===== src/rtl/mem_access_ctrl_pkg.sv =====
// Shared memory-stage definitions: op codes, bus size codes, FSM state encodings
// and small op-decode helpers.
package mem_access_ctrl_pkg;

  localparam logic [5:0] OP_LB  = 6'h20;
  localparam logic [5:0] OP_LH  = 6'h21;
  localparam logic [5:0] OP_LW  = 6'h23;
  localparam logic [5:0] OP_LBU = 6'h24;
  localparam logic [5:0] OP_LHU = 6'h25;
  localparam logic [5:0] OP_SB  = 6'h28;
  localparam logic [5:0] OP_SH  = 6'h29;
  localparam logic [5:0] OP_SW  = 6'h2B;

  typedef logic [1:0] mem_state_t;
  localparam mem_state_t IDLE = 2'd0;
  localparam mem_state_t ADDR = 2'd1;
  localparam mem_state_t DATA = 2'd2;
  localparam mem_state_t DONE = 2'd3;

  localparam logic [1:0] SIZE_B = 2'd0;
  localparam logic [1:0] SIZE_H = 2'd1;
  localparam logic [1:0] SIZE_W = 2'd2;

  // Unknown ops fall through to word size, matching the word-read fallback.
  function automatic logic [1:0] op_size(input logic [5:0] op);
    case (op)
      OP_LB, OP_LBU, OP_SB: op_size = SIZE_B;
      OP_LH, OP_LHU, OP_SH: op_size = SIZE_H;
      default:              op_size = SIZE_W;
    endcase
  endfunction

  function automatic logic op_is_store(input logic [5:0] op);
    op_is_store = (op == OP_SB) || (op == OP_SH) || (op == OP_SW);
  endfunction

endpackage


===== src/rtl/mem_access_ctrl_load_extend.sv =====
// Combinational load alignment and sign/zero extension; shared with the
// writeback forwarding path.
module load_extend
  import mem_access_ctrl_pkg::*;
(
  input  logic [5:0]  op,
  input  logic [1:0]  addr_lo,
  input  logic [31:0] rdata,
  output logic [31:0] ext
);

  logic [7:0]  byte_sel;
  logic [15:0] half_sel;

  always_comb begin
    byte_sel = rdata[8*addr_lo +: 8];
    half_sel = addr_lo[1] ? rdata[31:16] : rdata[15:0];
    case (op)
      OP_LB:   ext = {{24{byte_sel[7]}}, byte_sel};
      OP_LBU:  ext = {24'h000000, byte_sel};
      OP_LH:   ext = {{16{half_sel[15]}}, half_sel};
      OP_LHU:  ext = {16'h0000, half_sel};
      default: ext = rdata;
    endcase
  end

endmodule


===== src/rtl/mem_access_ctrl.sv =====
// Memory-stage access controller: drives the req/addr_ok/data_ok data bus for
// the merged E-stage request, stalls until completion and returns load data.
//
// state | meaning
// IDLE  | no access in flight; a new request is presented directly
// ADDR  | request held on the bus waiting for addr_ok
// DATA  | address accepted, waiting for data_ok
// DONE  | access complete, E instruction still held by another stall
module mem_access_ctrl
  import mem_access_ctrl_pkg::*;
(
  input  logic        clk,
  input  logic        rst,
  input  logic        E_mem_en,
  input  logic        E_mem_ren,
  input  logic        E_mem_wen,
  input  logic [5:0]  E_mem_op,
  input  logic [31:0] E_mem_addr,
  input  logic [31:0] E_mem_wdata,
  input  logic        other_stall,
  output logic        E_mem_stall,
  output logic        data_req,
  output logic        data_wr,
  output logic [1:0]  data_size,
  output logic [31:0] data_addr,
  output logic [31:0] data_wdata,
  output logic [3:0]  data_wstrb,
  input  logic        data_addr_ok,
  input  logic        data_data_ok,
  input  logic [31:0] data_rdata,
  output logic [31:0] M_mem_rdata
);

  mem_state_t  state_q, state_d;
  logic [5:0]  op_q, op_d;
  logic [1:0]  addr_lo_q, addr_lo_d;
  logic        is_load_q, is_load_d;
  logic [31:0] rdata_q, rdata_d;
  logic [31:0] ext_rdata;

  load_extend u_load_extend (
    .op      (op_q),
    .addr_lo (addr_lo_q),
    .rdata   (data_rdata),
    .ext     (ext_rdata)
  );

  always_comb begin
    state_d     = state_q;
    op_d        = op_q;
    addr_lo_d   = addr_lo_q;
    is_load_d   = is_load_q;
    rdata_d     = rdata_q;
    data_req    = 1'b0;
    E_mem_stall = 1'b0;
    case (state_q)
      IDLE: begin
        data_req    = E_mem_en;
        E_mem_stall = E_mem_en;
        if (E_mem_en) state_d = data_addr_ok ? DATA : ADDR;
      end
      ADDR: begin
        data_req    = 1'b1;
        E_mem_stall = 1'b1;
        if (data_addr_ok) state_d = DATA;
      end
      DATA: begin
        E_mem_stall = !data_data_ok;
        if (data_data_ok) begin
          if (is_load_q) rdata_d = ext_rdata;
          state_d = other_stall ? DONE : IDLE;
        end
      end
      default: begin
        if (!other_stall) state_d = IDLE;
      end
    endcase
    // Capture op/alignment at the address handshake; the extender uses these.
    if (data_req && data_addr_ok) begin
      op_d      = E_mem_op;
      addr_lo_d = E_mem_addr[1:0];
      is_load_d = E_mem_ren || !op_is_store(E_mem_op);
    end
  end

  always_comb begin
    data_wr    = data_req && E_mem_wen;
    data_size  = op_size(E_mem_op);
    data_addr  = E_mem_addr;
    data_wdata = E_mem_wdata;
    data_wstrb = 4'b0000;
    case (E_mem_op)
      OP_SB: begin
        data_wdata = {4{E_mem_wdata[7:0]}};
        if (E_mem_wen) data_wstrb = 4'b0001 << E_mem_addr[1:0];
      end
      OP_SH: begin
        data_wdata = {2{E_mem_wdata[15:0]}};
        if (E_mem_wen) data_wstrb = E_mem_addr[1] ? 4'b1100 : 4'b0011;
      end
      OP_SW: begin
        if (E_mem_wen) data_wstrb = 4'b1111;
      end
      default: ;
    endcase
  end

  always_ff @(posedge clk) begin
    if (rst) begin
      state_q   <= IDLE;
      op_q      <= 6'd0;
      addr_lo_q <= 2'd0;
      is_load_q <= 1'b0;
      rdata_q   <= 32'd0;
    end else begin
      state_q   <= state_d;
      op_q      <= op_d;
      addr_lo_q <= addr_lo_d;
      is_load_q <= is_load_d;
      rdata_q   <= rdata_d;
    end
  end

  assign M_mem_rdata = rdata_q;

endmodule


===== config.mk =====
export PLATFORM = sky130hd
export DESIGN_NAME = mem_access_ctrl
export DESIGN_NICKNAME = d
export VERILOG_FILES = /design/src/rtl/mem_access_ctrl_pkg.sv /design/src/rtl/mem_access_ctrl_load_extend.sv /design/src/rtl/mem_access_ctrl.sv
export SDC_FILE = /design/constraint.sdc
export NUM_CORES = 1
export LEC_CHECK = 0
export CORE_MARGIN = 5
export CORE_UTILIZATION = 32
export CTS_BUF_LIST = sky130_fd_sc_hd__clkbuf_4
export DETAILED_ROUTE_END_ITERATION = 8
export PLACE_DENSITY = 0.81
export SYNTH_ARGS = -nofsm -noshare
export SYNTH_HDL_FRONTEND = slang
export SYNTH_SLANG_ARGS = --single-unit

===== constraint.sdc =====
create_clock -name clk -period 2.1 [get_ports clk]
set_input_delay 0.42 -clock clk [delete_from_list [all_inputs] [get_ports clk]]
set_output_delay 0.42 -clock clk [all_outputs]
set_load 0.01 [all_outputs]

== Yosys cells after proc, flatten, opt, wreduce, memory -nomap -nowiden ==
Index checks and enable logic that the tools add are counted.
Storage, ports and cells
  flip-flop bits (word level): 43
  logic and storage cells: 54
  output and inout bits: 105
  input port bits: 110
Cells by class
  shifts and indexed selects: 2
  reductions and logical operators: 12
  equality and inequality tests: 17
  mux-type cells: 18
Operators by type and width (count)
  $pmux W32 S4: 1
  $eq A6 B6 Y1 const B: 11
  $pmux W32 S2: 1
  $shiftx A32 B6 Y8: 1
  $mux W16: 1
  $mux W4: 4
  $mux W2: 6
  $pmux W4 S3: 1
  $ne A2 B2 Y1 const B: 3
  $pmux W2 S3: 1
  $reduce_or A3 Y1: 2
  $ne A4 B1 Y1 const B: 1
  $pmux W2 S2: 1
  $reduce_and A4 Y1: 1
  $shl A1 B2 Y4 const A: 1
  $logic_or A1 B1 Y1: 3
  $pmux W1 S3: 1
  $reduce_and A3 Y1: 1
  $eq A2 B1 Y1 const B: 1
  $eq A2 B2 Y1 const B: 1
  $logic_and A1 B1 Y1: 2
  $logic_not A1 Y1: 2
  $logic_not A2 Y1: 1
  $pmux W1 S2: 1

== Longest topological paths before layout ==
  depth after elaboration: 5
  depth in mapped cells: 6
  depth with buffers taken out: 4

== By module ==
A second synthesis with hierarchy kept.
Second synthesis, totals
  cell total of the unflattened synthesis: 389
  area, all modules: 3049.2 sq um
By module, submodules not included
  mem_access_ctrl: times used 1, cells an instance 292, sequential area each 860.8 sq um, area an instance 2397.3 sq um
  load_extend: times used 1, cells an instance 97, sequential area each 0.0 sq um, area an instance 651.9 sq um

== Worst setup path after synthesis ==
OpenSTA, ideal clock, no wires.
  kind: input to output
  from: input E_mem_op[4]
  to: output data_wstrb[1]
  required time: 1.680 ns
  buffers on the path: 1
  stages: 5
  setup slack: -0.087 ns
  arrival time: 1.767 ns
  path through: and4bb_2 -> nor3b_2 -> buf_4 -> nand2_1 -> a221oi_1
Between the ends
  longest elaborated chain between the ends: 2
  elaborated cells on any way between the ends: 4
  classes of those cells: eq/ne (3); mux (1)
RTL lines
  start, declared: line mem_access_ctrl.sv:17  | input logic [5:0] E_mem_op,
  $eq A6 B6 Y1: line mem_access_ctrl.sv:92  | case (E_mem_op)
  $pmux W4 S3 (*): line mem_access_ctrl.sv:92
  end, declared: line mem_access_ctrl.sv:27  | output logic [3:0] data_wstrb,
Mark *: on every way between the ends. The rest lies on a longest branch, timed or not.

== Final worst setup path ==
  from: input E_mem_op[4]
  to: output data_wdata[9]
Between the ends
  longest elaborated chain between the ends: 2
  elaborated cells on any way between the ends: 3
  classes of those cells: eq/ne (2); mux (1)
RTL lines
  $eq A6 B6 Y1: line mem_access_ctrl.sv:92
  $pmux W32 S2 (*): line mem_access_ctrl.sv:92
  end, declared: line mem_access_ctrl.sv:26  | output logic [31:0] data_wdata,
Marked as above.

==> qor.yml <==
power_and_ir_drop:
  vdd_ir_drop_max_uv: 339
  powerDensity_mw_per_mm2: 457
  power.total_uw: 2120
  cellLeakagePower_uw: 0.00199
cts:
  clock-root-buffer: "clkbuf_4"
  clk_path_buf_depth: 2
  cts_hold_buf: 0
  clkTransAtPathRegs_ps: 130
  htreeDepth: 2
  cts_tree: "done"
  clock_sinks: 43
  cts_buffers: 5
  clock_latency_ps: 350
route:
  drc: 0
  initialDrtViolationCount: 145
  wl_per_cell_um: 18.4
  vias: 3167
  vias_per_cell: 5.23
  drt_wl_total_um: 11200
  first_pass_iters: 4
  drt.antenna.violating_nets: 0
finish:
  area_delta_synth_final_pct: 64.4
  final_core_util_pct: 53.7
  layout-drive-gt1-share_pct: 22.5
  diodes: 0
  fin_area_mm2: 0.00464
  fin_nets: 607
floorplan:
  die_x_um: 104
  start_util_pct: 32.7
  die_h_um: 104
  ios: 215
  die_area_mm2: 0.0108
  core_area_mm2: 0.00864
  rows: 34
timing:
  worst_pin_slew_ps: 487
  fmax_ghz: 0.456
  drv_slew: 0
  fin_crit_sh_pct: 104
  rsz0062_at_grt: "yes"
  holdWs_ps: 396
  final.min_clock_period_ps: 2190
  fin_skew_ps: 7.54
  finalSetupViolations: 12
  finalHoldViolations: 0
  relSlewSlack_pct: 67.4
  fin_setup_tns_ps: -667
  fin_ws_ps: -94.3
placed_design:
  place_hpwl_um: 8790
  dpl_cell_area_mm2: 0.00443
  place.gp.congestion: 0.972
  io_buffers: 154
hold_path:
  hp-class: "input port to register"
worst_setup_path:
  crit_fanout: 6
  crit_chain: "buf_6 > and4bb_2 > nor3b_4 > buf_6 > buf_8 > mux2_4 > buf_6"
  worst_path_most_repeated_cell: "buf_6"
  ff2ff_setup_slack_ps: 210
  worstSetupEndpointType: "output pin"
  critical-path-slowest-cell: "and4bb_2"
  start_kind: "input port"
  path_class: "input port to output pin"
  worstPathRequired_ps: 1680
  cpPeakStageDelay_ps: 310
  arrival_ps: 1770
global_route:
  first_global_vias: 3362
  grt_start_max_net_pins: 30
  overflow: 0
  grt_usage_pct: 19.6
  grt_pass1_wl_um: 17400
  grt_antenna_before_repair: 0
yosys:
  syn-cell-area_mm2: 0.00282
  ys.flop_type: "dfxtp_1"
  postSynthCellCount: 355
  yosysSeqAreaShare_pct: 30.5
  synth_seq_cells: 43
  ys_warn_count: 0
  syn_area_per_cell_um2: 7.94
  async_flop_share_pct: 0
  synth-edff-count: 0
  synth_nets: 465
  yosys.cell_types.count: 43
run_status:
  failed_checks: "negative setup slack"
  outcome: "finished with violations"
job:
  cap_violations: 0
==> final timing paths <==
kind                                startpoint             end  cells after the start
worst max-delay path               E_mem_op[4]   data_wdata[9]                      7
worst min-delay path               E_mem_op[3]         op_q[3]                      4
worst max register to register         op_q[1]  M_mem_rdata[6]                      5
worst min register to register  M_mem_rdata[0]  M_mem_rdata[0]                      2
==> worst max-delay path, delay by kind of cell <==
family,cells,cell delay (ps)
simple gates,2,540
buf+inv,4,490
mux,1,310
==> synth_stat cells, types with 7 or more instances <==
master	n	area share [%]
buf_2	7	1.2
dfxtp_1	43	31
a22o_1	8	2.5
clkbuf_1	13	1.7
nand2_1	30	4.0
nor2b_1	7	1.6
mux2_2	17	6.8
nor3_1	10	1.8
a211oi_1	20	5.3
o22ai_1	13	2.9
mux2i_1	18	6.4
inv_1	11	1.5
nor2_1	50	6.7
a31oi_1	8	1.8
a21o_1	9	2.4
buf_4	41	11
o21ai_0	8	1.4
==> cell type report <==
class	count	area, um2
Clock buffer	5	37.5
Clock inverter	3	67.6
Fill cell	777	4000
Inverter	11	41.3
Multi-Input combinational cell	239	1600
Sequential cell	43	861
Tap cell	108	135
Timing Repair Buffer	197	1890
==> cell families (layout without fill, tap and decap cells) <==
group	Yosys count	after routing	synth area share, %
mux	35	35	13.2
simple gates	116	116	19.1
compound gates	88	88	21.7
flops	43	43	30.5
buf+inv	73	216	15.5
==> what timing repair did <==
item,in CTS,in global routing
pin swaps,2,10
endpoints found under the setup margin,33,26
buffers inserted,5,1
cloned,2,1
gates resized for setup,153,17
==> per-layer routing <==
metal | routed length, um | part of all wire [%] | global-route usage, % | up-vias
li1 | - | - | - | 1501
met1 | 3750 | 34 | 19.3 | 1458
met2 | 5790 | 52 | 36.7 | 175
met3 | 1150 | 10 | 6.77 | 33
met4 | 472 | 4.2 | 8.51 | 0
met5 | 0 | 0 | 0 | -
==> per-stage QoR <==
stage	cells	worst slack (ps)
floorplan	355	62.0
global placement	591	-761
detailed placement	591	-788
CTS	606	-105
global route	606	-104
finish	606	-94.3
==> registers in the layout, indices dropped and copies added (netlist names) <==
register	count
is_load_q	1
addr_lo_q	2
op_q	6
M_mem_rdata	32
state_q	2
==> cells in the final DEF (no fill, tap or decap), types with 3 or more instances in the layout <==
cell type and instances:
o22ai_1 13, nand2b_1 3, mux2_4 8, buf_6 18, a21o_1 9, o21ai_1 6, a31oi_1 8, o21ai_0 8
a22o_1 8, nor2b_1 7, buf_4 34, a211oi_1 19, mux2i_1 18, clkdlybuf4s50_1 114, dlygate4sd2_1 6, buf_2 14
dfxtp_1 43, mux2_2 9, clkbuf_2 3, nand2_1 29, buf_12 3, nor3_1 10, a21oi_1 5, inv_1 11
clkbuf_4 5, nor2_1 50
==> report_power, final <==
| group | switching, uW | internal (uW) |
|---|---|---|
| sequential | 21.5 | 840 |
| combinational | 259 | 348 |
| clock | 278 | 370 |
| total | 559 | 1560 |
No activity file was read; power rests on OpenSTA's default activity.
